`config.mk`:
```
export PLATFORM = sky130hd
export DESIGN_NAME = instr_fetch
export DESIGN_NICKNAME = d
export VERILOG_FILES = /design/src/rtl/ifetch_pkg.sv /design/src/rtl/ifetch_hold_buf.sv /design/src/rtl/instr_fetch.sv
export SDC_FILE = /design/constraint.sdc
export NUM_CORES = 1
export LEC_CHECK = 0
export CAP_MARGIN = 20
export CORE_MARGIN = 3
export CORE_UTILIZATION = 49
export CTS_CLUSTER_SIZE = 12
export DETAILED_ROUTE_END_ITERATION = 8
export GPL_TIMING_DRIVEN = 0
export PLACE_DENSITY = 0.88
export SLEW_MARGIN = 10
export SYNTH_ARGS = -nofsm -noshare
export SYNTH_HDL_FRONTEND = slang
export SYNTH_SLANG_ARGS = --single-unit
export TNS_END_PERCENT = 50
```
`constraint.sdc`:
```
create_clock -name clock -period 2.9 [get_ports clock]
set_input_delay 0.725 -clock clock [delete_from_list [all_inputs] [get_ports clock]]
set_output_delay 0.725 -clock clock [all_outputs]
set_load 0.02 [all_outputs]
```
`src/rtl/ifetch_pkg.sv`:
```
// Shared defaults and types for the instruction fetch stage.
// Optional boot loader is enabled with the IFETCH_BOOT_LOAD_EN macro.
package ifetch_pkg;

  localparam int unsigned IF_ADDR_W   = 16;
  localparam int unsigned IF_DATA_W   = 32;
  localparam int unsigned IF_RESET_PC = 0;

  // Action taken by the fetch stage in the current cycle, in priority order
  typedef enum logic [1:0] {
    FETCH_ADVANCE  = 2'd0,
    FETCH_HOLD     = 2'd1,
    FETCH_REDIRECT = 2'd2,
    FETCH_BOOT     = 2'd3
  } fetch_op_e;

endpackage

```
`src/rtl/ifetch_hold_buf.sv`:
```
// Stall capture buffer: keeps the word shown to decode stable while decode
// stalls, then bypasses the live RAM response once released.
module ifetch_hold_buf
  import ifetch_pkg::*;
#(
  parameter int unsigned ADDR_W = IF_ADDR_W,
  parameter int unsigned DATA_W = IF_DATA_W
) (
  input  logic              clk_i,
  input  logic              rst_i,
  input  logic              clear_i,
  input  logic              load_i,
  input  logic              release_i,
  input  logic [DATA_W-1:0] live_instr_i,
  input  logic [ADDR_W-1:0] live_pc_i,
  output logic              hold_o,
  output logic [DATA_W-1:0] instr_o,
  output logic [ADDR_W-1:0] pc_o
);

  logic              hold_q, hold_d;
  logic [DATA_W-1:0] hold_instr_q, hold_instr_d;
  logic [ADDR_W-1:0] hold_pc_q, hold_pc_d;

  // Next-state: clear beats load, load beats release
  always_comb begin
    hold_d       = hold_q;
    hold_instr_d = hold_instr_q;
    hold_pc_d    = hold_pc_q;
    if (clear_i) begin
      hold_d = 1'b0;
    end else if (load_i) begin
      hold_d       = 1'b1;
      hold_instr_d = live_instr_i;
      hold_pc_d    = live_pc_i;
    end else if (release_i) begin
      hold_d = 1'b0;
    end
  end

  // Buffer registers with synchronous reset
  always_ff @(posedge clk_i) begin
    if (rst_i) begin
      hold_q       <= 1'b0;
      hold_instr_q <= '0;
      hold_pc_q    <= '0;
    end else begin
      hold_q       <= hold_d;
      hold_instr_q <= hold_instr_d;
      hold_pc_q    <= hold_pc_d;
    end
  end

  // Bypass mux: held word while holding, otherwise the live response
  always_comb begin
    hold_o  = hold_q;
    instr_o = hold_q ? hold_instr_q : live_instr_i;
    pc_o    = hold_q ? hold_pc_q    : live_pc_i;
  end

endmodule

```
`src/rtl/instr_fetch.sv`:
```
// Instruction fetch stage in front of a 1-cycle synchronous-read RAM.
// Owns the PC, tracks which word the RAM is returning, buffers across
// decode stalls and handles redirects from execute.
// Optional boot loader port set is enabled with the IFETCH_BOOT_LOAD_EN macro.
module instr_fetch
  import ifetch_pkg::*;
#(
  parameter int unsigned ADDR_W   = IF_ADDR_W,
  parameter int unsigned DATA_W   = IF_DATA_W,
  parameter int unsigned RESET_PC = IF_RESET_PC
) (
  input  logic              clock,
  input  logic              reset,
  output logic [ADDR_W-1:0] imem_addr,
  output logic [DATA_W-1:0] imem_data,
  output logic              imem_wren,
  input  logic [DATA_W-1:0] imem_q,
  input  logic              stall,
  input  logic              redirect_valid,
  input  logic [ADDR_W-1:0] redirect_pc,
  output logic [DATA_W-1:0] instr,
  output logic [ADDR_W-1:0] instr_pc,
  output logic              instr_valid
`ifdef IFETCH_BOOT_LOAD_EN
  ,
  input  logic              boot_mode,
  input  logic              load_we,
  input  logic [ADDR_W-1:0] load_addr,
  input  logic [DATA_W-1:0] load_data
`endif
);

  localparam logic [ADDR_W-1:0] RESET_ADDR = ADDR_W'(RESET_PC);

  logic [ADDR_W-1:0] pc_q, pc_d;
  logic [ADDR_W-1:0] rsp_pc_q, rsp_pc_d;
  logic              rsp_valid_q, rsp_valid_d;

  logic              boot_active;
  fetch_op_e         op_c;
  logic              valid_c;
  logic              hold_flag;
  logic [DATA_W-1:0] buf_instr;
  logic [ADDR_W-1:0] buf_pc;
  logic              hold_clear, hold_load, hold_release;

`ifdef IFETCH_BOOT_LOAD_EN
  assign boot_active = boot_mode;
`else
  assign boot_active = 1'b0;
`endif

  // Classify this cycle: boot, then redirect, then stall, else advance
  always_comb begin
    op_c = FETCH_ADVANCE;
    if (boot_active) begin
      op_c = FETCH_BOOT;
    end else if (redirect_valid) begin
      op_c = FETCH_REDIRECT;
    end else if (stall) begin
      op_c = FETCH_HOLD;
    end
  end

  // Decode sees a word whenever one is buffered or arriving, unless flushed
  assign valid_c = (hold_flag | rsp_valid_q) & ~redirect_valid & ~reset & ~boot_active;

  // PC and response tracking next-state
  always_comb begin
    pc_d        = pc_q;
    rsp_pc_d    = rsp_pc_q;
    rsp_valid_d = rsp_valid_q;
    case (op_c)
      FETCH_BOOT: begin
        pc_d        = RESET_ADDR;
        rsp_pc_d    = '0;
        rsp_valid_d = 1'b0;
      end
      FETCH_REDIRECT: begin
        pc_d        = redirect_pc;
        rsp_valid_d = 1'b0;
      end
      FETCH_HOLD: begin
        // Re-read the frozen PC so its word is ready on release; with
        // nothing valid yet, freeze everything so no address is skipped
        if (valid_c) begin
          rsp_pc_d    = pc_q;
          rsp_valid_d = 1'b1;
        end
      end
      FETCH_ADVANCE: begin
        pc_d        = pc_q + ADDR_W'(1);
        rsp_pc_d    = pc_q;
        rsp_valid_d = 1'b1;
      end
    endcase
  end

  // PC and response registers; reset overrides every other action
  always_ff @(posedge clock) begin
    if (reset) begin
      pc_q        <= RESET_ADDR;
      rsp_pc_q    <= '0;
      rsp_valid_q <= 1'b0;
    end else begin
      pc_q        <= pc_d;
      rsp_pc_q    <= rsp_pc_d;
      rsp_valid_q <= rsp_valid_d;
    end
  end

  // Capture only on the first stalled cycle showing a valid word
  assign hold_clear   = (op_c == FETCH_REDIRECT) || (op_c == FETCH_BOOT);
  assign hold_load    = (op_c == FETCH_HOLD) && valid_c && !hold_flag;
  assign hold_release = (op_c == FETCH_ADVANCE);

  ifetch_hold_buf #(
    .ADDR_W (ADDR_W),
    .DATA_W (DATA_W)
  ) u_hold_buf (
    .clk_i        (clock),
    .rst_i        (reset),
    .clear_i      (hold_clear),
    .load_i       (hold_load),
    .release_i    (hold_release),
    .live_instr_i (imem_q),
    .live_pc_i    (rsp_pc_q),
    .hold_o       (hold_flag),
    .instr_o      (buf_instr),
    .pc_o         (buf_pc)
  );

  // Decode-facing outputs, zeroed when not valid
  always_comb begin
    instr_valid = valid_c;
    instr       = valid_c ? buf_instr : '0;
    instr_pc    = valid_c ? buf_pc    : '0;
  end

  // Memory port: boot loader owns it in boot mode, otherwise read-only fetch
  always_comb begin
    imem_addr = pc_q;
    imem_data = '0;
    imem_wren = 1'b0;
`ifdef IFETCH_BOOT_LOAD_EN
    if (boot_mode) begin
      imem_addr = load_addr;
      imem_data = load_data;
      imem_wren = load_we;
    end
`endif
  end

endmodule
```
# After elaboration in Yosys (flattened, before gate mapping)
# Index checks and enable logic that the tools add are counted.
# classes
addsub,1
n_eq_ne,4
muxes,13
bitwise,6
reduce_logical,12
# ops
cell,n
one-hot mux 16 bit (3 select lines),2
2-to-1 mux 32 bit,2
2-to-1 mux 16 bit,3
adder 16 x 1 -> 16 bit (second input constant),1
nonzero test 3 bit,2
== test 2 bit (second input constant),2
2-to-1 mux 1 bit,4
AND reduction 2 bit,2
OR reduction 2 bit,2
inverter 1 bit,3
one-hot mux 1 bit (3 select lines),1
bitwise AND 1 bit,2
== test 2 x 1 -> 1 bit (second input constant),1
logical AND 1 bit,2
logical NOT 2 bit,1
2-to-1 mux 2 bit,1
!= test 2 bit (second input constant),1
nonzero test 2 bit,1
logical NOT 1 bit,1
logical OR 1 bit,1
bitwise OR 1 bit,1
# word_totals
ff_bits,82
inputBits,52
out_inout_bits,98
wordCells,42

# Longest topological paths before layout
# depth
ltp_word,6
depth_mapped,7
depth_no_buf,5

# Hierarchy
# From an unflattened synthesis, not the netlist that was laid out.
# unflattened
cells_unflattened,538
hier_area_um2,5021.1
# modules_own_cells
module,instances,cells_each,area_each_um2,seq_area_each_um2
ifetch_hold_buf,1,275,2872.8,980.9
instr_fetch,1,263,2148.3,660.6

# Least setup slack after synthesis
# OpenSTA, ideal clock, no wires.
# synth_path
path_kind,input to output
startpoint,input reset
endpoint,output instr[10]
arrival_ns,1.718
required_ns,2.175
path_slack_ns,0.457
path_stages,5
n_path_buf,2
cell_sequence,clkbuf_1 > nor2_1 > o21ai_1 > clkbuf_1 > nor2_1
# synth_between
elab_chain_cells,3
# synth_rtl
element,line_no,rtl
from (decl),instr_fetch.sv:13,"input logic reset,"
inverter 1 bit,instr_fetch.sv:66,assign valid_c = (hold_flag | rsp_valid_q) & ~redirect_valid & ~reset & ~boot_active;
bitwise AND 1 bit,instr_fetch.sv:66,
2-to-1 mux 32 bit,instr_fetch.sv:136,instr = valid_c ? buf_instr : '0;
to (decl),instr_fetch.sv:21,"output logic [DATA_W-1:0] instr,"
# No other way between the ends.

# Final worst setup path
# layout_path
startpoint,input reset
endpoint,output instr_pc[9]
# layout_between
elab_chain_cells,3
# layout_rtl
element,line_no,rtl
inverter 1 bit,instr_fetch.sv:66,
bitwise AND 1 bit,instr_fetch.sv:66,
2-to-1 mux 16 bit,instr_fetch.sv:137,instr_pc = valid_c ? buf_pc : '0;
to (decl),instr_fetch.sv:22,"output logic [ADDR_W-1:0] instr_pc,"
# No other way between the ends.

==> impl_metrics.yaml <==
run_status:
  status: "finished clean"
routing:
  dr.pass1.iters: 4
  drc: 0
  avgViaCountPerCell: 4.982
  totalWireLength_um: 10740
  ant_nets: 0
  vias: 3926
  drt_iter0_drc: 149
  wl_per_cell_um: 13.63
cells_and_area:
  multi_input_area_um2: 2216
  syn2layout_area_growth_pct: 36.57
  final_common_cell: "nand2_1"
  nets: 731
  antenna_cells: 0
  drive_gt1_frac: 0.1069
  ff_latch_area_um2: 1642
  mostFrequentLayoutCells: "nand2_1, dfxtp_1, nor2_1"
  n_fill_cell: 672
critical_path:
  critical-path-max-stage-delay_ns: 0.36
  worstPathCellList: "clkbuf_2 > nor2_2 > o21ai_2 > clkbuf_4 > nor2_1 > dlygate4sd2_1"
  setup.worst_path.class: "input port to output port"
  critPathBufInv: 3
  required_ns: 2.17
  worstPathMaxFanout: 10
  startpoint_type: "input port"
  critical_path.top_delay_family: "buffers and inverters"
  arrival_ns: 2.07
  slowest_stage: "dlygate4sd2_1"
  crit_path_end_kind: "output port"
logic_synthesis:
  synth_seq_cells: 82
  synth_cell_type_count: 35
  synth_xor_area_frac: 0.02723
  synth-simple-area-share: 0.2044
  synth_fa_ha_area_frac: 0.002992
  muxShareOfSynthArea: 0.1628
  syn_area_um2: 4182
  synth_cells: 523
  syn_area_per_cell_um2: 7.995
  synth-compound-area-share: 0.1014
  async_flop_share: 0
  synth_ff_type: "dfxtp_1"
  synth_top_family_by_area: "simple AND/OR/NAND/NOR gates"
  ys_seq_area_frac: 0.3926
  synth-edff-count: 0
  synth_warnings: 0
place:
  gp_congestion: 0.8775
  post-dp-hpwl_um: 8171
  portBuffers: 113
  preCtsSetupSlack_ns: -0.6370
grt:
  grt_pass1_vias: 3717
  use_met3: 0.04071
  overflow: 0
  grt_util_met1: 0.2671
  grtUsageMet2: 0.3739
  gr-usage-all-layers: 0.2167
  grt_max_degree: 14
  grt_antenna_before_repair: 0
  top_usage_layer: "met2"
  grt_pass1_wl_um: 17260
die:
  die_area_um2: 9678
  rows: 33
  core_area_um2: 8258
  ios: 150
  floorplan.initialDensity: 0.5064
  die_h_um: 98.38
  die_w_um: 98.38
worst_hold_path:
  min_path_type: "register to register"
sta:
  final_period_minus_worst_setup_slack_ns: 2.791
  clock_skew_ns: 0.006859
  fmax_mhz: 358.2
  timing.hold.ws_ns: 0.4566
  setup_viol: 0
  fin_crit_sh: 0.9626
  worstMarginPinSlew_ns: 0.5834
  max_slew_margin: 0.6111
  hold_viol: 0
  timing.final.ws_setup_ns: 0.1086
  rsz0062_at_grt: "no"
  drv_slew: 0
cts:
  clock_sinks: 82
  root_buffer: "clkbuf_8"
  clkTransAtPathRegs_ns: 0.07
  h-tree-depth: 3
  ctsHoldBuffers: 0
  clk_path_buf_depth: 2
  cts_tree: "yes"
  cts_buffers: 9
  clock_latency_ns: 0.34
pwr:
  p_leak_nw: 2.404
  powerDensity_nw_per_um2: 410.2
  ir_drop_mv: 0.2543
run:
  maxCapViolCount: 0
[worst min-delay path, delay by kind of cell, from the launching register on]
| kind | cells | cell delay [ns] |
|---|---|---|
| compound gates | 1 | 0.05 |
| flops | 1 | 0.31 |
| simple gates | 1 | 0.05 |
[registers in the layout, summed over array words and instances, names as in the netlist]
signal and cells:
u_hold_buf.hold_instr_q 32, rsp_valid_q 1, u_hold_buf.hold_o 1, imem_addr 16
rsp_pc_q 16, u_hold_buf.hold_pc_q 16
[power by group]
| part | switching (mW) | internal, mW | leakage [nW] |
|---|---|---|---|
| Clock | 0.397 | 0.396 | 0.0893 |
| Combinational | 0.182 | 0.177 | 1.65 |
| Sequential | 0.0386 | 1.15 | 0.666 |
| Total | 0.617 | 1.73 | 2.40 |
[synthesized netlist by cell type (3+ instances only)]
cell type | instances | area (µm²)
clkbuf_1 | 26 | 97.59
dfxtp_1 | 82 | 1642
buf_2 | 9 | 45.04
nand2_1 | 101 | 379.1
nand4_1 | 3 | 18.77
inv_1 | 13 | 48.80
xnor2_1 | 3 | 26.28
a21oi_1 | 60 | 300.3
o21a_1 | 9 | 67.56
nor2_1 | 75 | 281.5
mux2i_1 | 68 | 680.7
nor4_1 | 5 | 31.28
nor3_1 | 3 | 15.01
buf_4 | 33 | 247.7
xor2_1 | 10 | 87.58
[through the flow]
step	std cells	cell area [µm²]	TNS [ns]	total power, mW	util
after floorplan	555	4302	0	1.424	-
after detailed placement	773	5564	-25.98	1.574	0.6738
after global placement	773	5564	-23.68	1.566	0.6738
final	788	5710	0	2.342	0.6915
after global routing	788	5710	0	2.434	0.6915
after CTS	788	5710	0	2.350	0.6915
[path summary, 6_finish.rpt]
kind,from,to,slack (ns),cells past startpoint
worst max-delay path,reset,instr_pc[9],0.11,6
worst min-delay path,u_hold_buf.hold_instr_q[22]$_SDFFE_PP0P_,u_hold_buf.hold_instr_q[22]$_SDFFE_PP0P_,0.46,2
worst max register to register,imem_addr[0]$_SDFFE_PP0P_,imem_addr[14]$_SDFFE_PP0P_,0.84,5
worst min register to register,u_hold_buf.hold_instr_q[22]$_SDFFE_PP0P_,u_hold_buf.hold_instr_q[22]$_SDFFE_PP0P_,0.46,2
[metal layers]
| layer | vias to the layer above | part of all wire |
|---|---|---|
| li1 | 1961 | - |
| met1 | 1803 | 0.42 |
| met2 | 146 | 0.50 |
| met3 | 16 | 0.063 |
| met4 | 0 | 0.019 |
| met5 | - | 0 |
[cell families (layout without fill, tap and decap cells)]
family / count (synthesis) / in the layout
AND/OR/NAND/NOR: 200 / 200
flip-flops: 82 / 82
buffers and inverters: 82 / 210
AO/OA/AOI/OAI: 76 / 76
multiplexers: 68 / 68
XOR/XNOR: 13 / 13
adder cells (fa/ha/maj): 1 / 1
other: 1 / 33
[cell type report]
cell class,count,share of cell area
buffer,68,0.07296
clock buffer,11,0.02301
timing repair buffer,113,0.1873
inverter,13,0.008545
tap,105,0.02301
clock inverter,5,0.009641
multi-input combinational,391,0.3880
sequential,82,0.2875
[repair_timing]
action / CTS / global route
gates resized for setup: 63 / 0
setup endpoints to repair: 49 / 0
setup buffers: 0 / 0
Note: power is estimated with default switching activity, not from simulation.
